File: config.mk
export PLATFORM = sky130hd
export DESIGN_NAME = srlatch_sequencer
export DESIGN_NICKNAME = d
export VERILOG_FILES = /design/src/rtl/srlatch_sequencer.sv
export SDC_FILE = /design/constraint.sdc
export NUM_CORES = 1
export LEC_CHECK = 0
export ABC_AREA = 1
export BUFFER_PORTS_ARGS = -buffer_cell sky130_fd_sc_hd__buf_2
export CAP_MARGIN = 5
export CORE_UTILIZATION = 35
export DETAILED_ROUTE_END_ITERATION = 6
export HOLD_SLACK_MARGIN = 0.05
export SLEW_MARGIN = 30
export SYNTH_ARGS = -nofsm -noshare
export SYNTH_HDL_FRONTEND = slang
export SYNTH_SLANG_ARGS = --single-unit
export TNS_END_PERCENT = 20
File: constraint.sdc
create_clock -name clk -period 1.66 [get_ports clk]
set_input_delay 0.332 -clock clk [delete_from_list [all_inputs] [get_ports clk]]
set_output_delay 0.332 -clock clk [all_outputs]
set_load 0.1 [all_outputs]
File: src/rtl/srlatch_sequencer.sv
// Two-requester sequencer that drives timed set/reset pulses into an external NAND SR latch.
// Define SRLATCH_SEQ_VERIFY_EN to add a synchronized q_fb readback check driving the sticky err flag.
module srlatch_sequencer #(
  parameter int PULSE_W = 4,
  parameter int GUARD_W = 2
) (
  input  logic clk,
  input  logic rst_n,
  input  logic req_a,
  input  logic op_a,
  output logic ack_a,
  input  logic req_b,
  input  logic op_b,
  output logic ack_b,
  output logic S_n,
  output logic R_n,
  input  logic q_fb,
  output logic busy,
  output logic state_q,
  output logic err
);

  typedef enum logic [1:0] {IDLE, PULSE, GUARD, DONE} fsm_e;

  localparam logic [7:0] PULSE_LAST = 8'(PULSE_W - 1);
  localparam logic [7:0] GUARD_LAST = 8'(GUARD_W - 1);

  fsm_e       fsm_q, fsm_d;
  logic [7:0] cnt_q, cnt_d;
  logic       ptr_q, ptr_d;
  logic       gnt_q, gnt_d;
  logic       op_q, op_d;
  logic       s_n_q, s_n_d;
  logic       r_n_q, r_n_d;
  logic       ack_a_q, ack_a_d;
  logic       ack_b_q, ack_b_d;
  logic       busy_q, busy_d;
  logic       state_d;
  logic       check_done;
  logic       pick_b;

  // B wins when it is the only requester, or when both ask and the pointer favours B.
  assign pick_b = req_b & (~req_a | ptr_q);

  always_comb begin
    fsm_d      = fsm_q;
    cnt_d      = cnt_q;
    ptr_d      = ptr_q;
    gnt_d      = gnt_q;
    op_d       = op_q;
    s_n_d      = 1'b1;
    r_n_d      = 1'b1;
    ack_a_d    = 1'b0;
    ack_b_d    = 1'b0;
    busy_d     = busy_q;
    state_d    = state_q;
    check_done = 1'b0;
    case (fsm_q)
      IDLE: begin
        if (req_a || req_b) begin
          gnt_d  = pick_b;
          op_d   = pick_b ? op_b : op_a;
          ptr_d  = ~pick_b;
          cnt_d  = 8'd0;
          fsm_d  = PULSE;
          busy_d = 1'b1;
          s_n_d  = ~op_d;
          r_n_d  = op_d;
        end
      end
      PULSE: begin
        if (cnt_q == PULSE_LAST) begin
          fsm_d = GUARD;
          cnt_d = 8'd0;
        end else begin
          cnt_d = cnt_q + 8'd1;
          s_n_d = ~op_q;
          r_n_d = op_q;
        end
      end
      GUARD: begin
        if (cnt_q == GUARD_LAST) begin
          fsm_d      = DONE;
          cnt_d      = 8'd0;
          ack_a_d    = ~gnt_q;
          ack_b_d    = gnt_q;
          state_d    = op_q;
          check_done = 1'b1;
        end else begin
          cnt_d = cnt_q + 8'd1;
        end
      end
      DONE: begin
        fsm_d  = IDLE;
        busy_d = 1'b0;
      end
      default: begin
        fsm_d  = IDLE;
        busy_d = 1'b0;
      end
    endcase
  end

  always_ff @(posedge clk) begin
    if (!rst_n) begin
      fsm_q   <= IDLE;
      cnt_q   <= 8'd0;
      ptr_q   <= 1'b0;
      gnt_q   <= 1'b0;
      op_q    <= 1'b0;
      s_n_q   <= 1'b1;
      r_n_q   <= 1'b1;
      ack_a_q <= 1'b0;
      ack_b_q <= 1'b0;
      busy_q  <= 1'b0;
      state_q <= 1'b0;
    end else begin
      fsm_q   <= fsm_d;
      cnt_q   <= cnt_d;
      ptr_q   <= ptr_d;
      gnt_q   <= gnt_d;
      op_q    <= op_d;
      s_n_q   <= s_n_d;
      r_n_q   <= r_n_d;
      ack_a_q <= ack_a_d;
      ack_b_q <= ack_b_d;
      busy_q  <= busy_d;
      state_q <= state_d;
    end
  end

  assign S_n   = s_n_q;
  assign R_n   = r_n_q;
  assign ack_a = ack_a_q;
  assign ack_b = ack_b_q;
  assign busy  = busy_q;

`ifdef SRLATCH_SEQ_VERIFY_EN
  // q_fb is asynchronous; the guard gap of at least two cycles lets it settle through the synchronizer.
  logic q_meta_q, q_sync_q;
  logic err_q, err_d;

  always_ff @(posedge clk) begin
    q_meta_q <= q_fb;
    q_sync_q <= q_meta_q;
  end

  always_comb begin
    err_d = err_q;
    if (check_done && (q_sync_q != op_q)) err_d = 1'b1;
  end

  always_ff @(posedge clk) begin
    if (!rst_n) err_q <= 1'b0;
    else        err_q <= err_d;
  end

  assign err = err_q;
`else
  logic unused_verify;
  assign unused_verify = q_fb ^ check_done;
  assign err           = 1'b0;
`endif

endmodule

==> metrics <==
status=finished, violations left; failing checks=design-rule violations; sequential area share after synthesis=0.352; Post-CTS Setup Inserts=0; PwrDens=1460 mW/mm2; CP arrival=1.69 ns; Req. time, crit path=1.87 ns; min-delay worst type=primary input to register; RR Endpoint=cnt_q[6]; final cell count without fillers=201; Final Cycle Share=0.895; CP Launch Type=register; final hold vios=0; fmax=0.673 GHz; DRT Pass-1 Iters=6; P_int=0.000882 W; async set-reset flop share out of synthesis=0; ant diodes=0; post-DP HPWL=approximately 1600 um; Num CTS Buffers=3; antenna-violating nets left=0; Mapped Area=0.00108 mm2; register bank with the most flops=cnt_q; WL final=2120 um; R2R depth=6; # port buffers=11; CP cell instances=ha_1 > nand2_2 > o21ai_4 > nand2_2 > a21oi_4 > nor2_1; commonest non-fill, non-tap cell in the layout=nand2_1; htree depth=1; ys flop type=dfxtp_1; Core Region=0.00283 mm2; Switching Fraction=0.497; share of cells above drive strength 1=0.165; clk_lat worst skew=0.30 ns; placed insts=around 200; Net Sw Power=0.000873 W; Regs by FF count=cnt_q x8, fsm_q x2; Clock Sinks=19; Total GRT Usage=0.149; library cells used by synthesis=21; Setup-failing EPs final=0; Placer Congestion=0.882; max_cap viols=0; largest net degree at the start of global routing=13; Logic pwr share=0.519; max reg flops=8; CP Max Fanout=6; FF+latch count, synth=19; Post-synth EDFFs=0; YS warnings=0; grt total ovfl=0; first-pass GRT wire length=3780 um; Final Max Tran Viols=0; Die Span Y=roughly 58 um; residual DRC count=3; Hold Crit Endpoint=fsm_q[1]; Initial Util=0.382; syn_nets=169; Hold Startpoint=rst_n; Worst R2R Start=cnt_q[0]; Die ar.=0.00331 mm2; Boundary Pins=14; initial antenna violation count=0; fill count=about 290; worst vdd ir=421 uV; register-to-register setup slack=0.17 ns; cell mode on critical path=nand2_2; slowest stage delay, CP=between 0.4 and 0.5 ns; Die Wd=57.5 um; Reg clk slew, reported paths=0.11 ns; final setup TNS=0 ns; Area Growth Syn to Fin=11.5%; Tmin final=1.49 ns; synthesized instance count=approximately 160; dpl ws=0.141 ns; Synth Area per Inst=approximately 7 um2; vias in the first global route=867; RSZ-0062 raised after global routing=no; DR iter-0 viols=26; Core Rows=19; CP max-delay cell=dfxtp_1; CTS tree=yes; vias per cell=4.83; CP endpoint kind=register; Clock power frac=0.139; most frequent cells in the layout=nand2_1 (39), inv_1 (21), dfxtp_1 (19), a21oi_1 (14), nor2_1 (13); # resized after CTS=0; Sequential Power Share=0.342; Clock Skew=between 0.002 and 0.003 ns; CP Class=register to register; number of hold buffers added after cts=0; worst hold path depth=3; Nets=~190; Final WS setup=0.174 ns; Clock Tree Buf Depth=2; Pleak=0.538 nW; Avg WL per Cell=10.6 um; via count=just under 1000; clk root buf=clkbuf_4
==> cell type report <==
cell class	instances	area, um2	share of cell area
multi-input combinational	112	606	0.503
tap	31	38.8	0.0322
sequential	19	380	0.316
clock buffer	4	26.3	0.0218
timing repair buffer	13	70.1	0.0582
inverter	22	82.6	0.0686
==> cell usage after synthesis (2+ instances only) <==
cell      count  share of area
a21oi_1      14          0.065
a21oi_4       2          0.030
dfxtp_1      19           0.35
ha_1          7          0.081
inv_1        21          0.073
nand2_1      39           0.14
nand2_2       3          0.017
nand3_1      12          0.056
nand4_1       2          0.012
nor2_1       13          0.045
nor2_2        4          0.023
nor3_1        2         0.0093
o211ai_1      2          0.014
o21ai_0       7          0.032
o21bai_1      2          0.014
==> through the flow <==
step           hold WS, ns  total power [W]  area [um2]   util
2_1_floorplan        0.400          0.00134        1080      -
3_3_place_gp         0.413          0.00151        1170  0.414
3_5_place_dp         0.413          0.00152        1170  0.414
4_1_cts              0.333          0.00176        1200  0.423
5_1_grt              0.336          0.00189        1200  0.425
6_report             0.323          0.00175        1200  0.425
==> cells by family after synthesis <==
group | share of synthesized area
simple gates | 0.298
buf+inv | 0.0869
fa+ha+maj | 0.0811
flops | 0.352
compound gates | 0.178
other cells | 0.00347
==> how the worst max path moves through the flow <==
stage	from	slack, ns	depth (start not counted)	to
floorplan	fsm_q[0]	0.29	7	cnt_q[3]
global placement	fsm_q[0]	0.16	7	cnt_q[5]
detailed placement	fsm_q[0]	0.14	7	cnt_q[7]
CTS	fsm_q[0]	0.13	7	cnt_q[7]
global route	fsm_q[0]	0.03	7	cnt_q[0]
finish	cnt_q[0]	0.17	6	cnt_q[6]
==> worst max-delay path: cells and delay by family, from the launching register on <==
| family | cells | cell delay (ns) |
|---|---|---|
| compound gates | 2 | 0.37 |
| fa+ha+maj | 1 | 0.26 |
| flops | 1 | 0.44 |
| simple gates | 3 | 0.31 |
==> power groups by stage <==
stage	clock (W)	combinational, W	sequential [W]
2_1_floorplan	0	0.000487	0.000857
3_3_place_gp	0	0.000900	0.000607
3_5_place_dp	0	0.000907	0.000611
4_1_cts	0.000246	0.000909	0.000601
5_1_grt	0.000265	0.00101	0.000611
6_report	0.000244	0.000911	0.000599
==> per-layer routing <==
layer | vias to the layer above | GRT usage | part of all wire
li1 | 524 | - | -
met1 | 425 | 0.202 | 0.49
met2 | 17 | 0.231 | 0.44
met3 | 5 | 0.0272 | 0.049
met4 | 0 | 0.0627 | 0.018
met5 | - | 0 | 0
(Power assumes the default switching activity.)
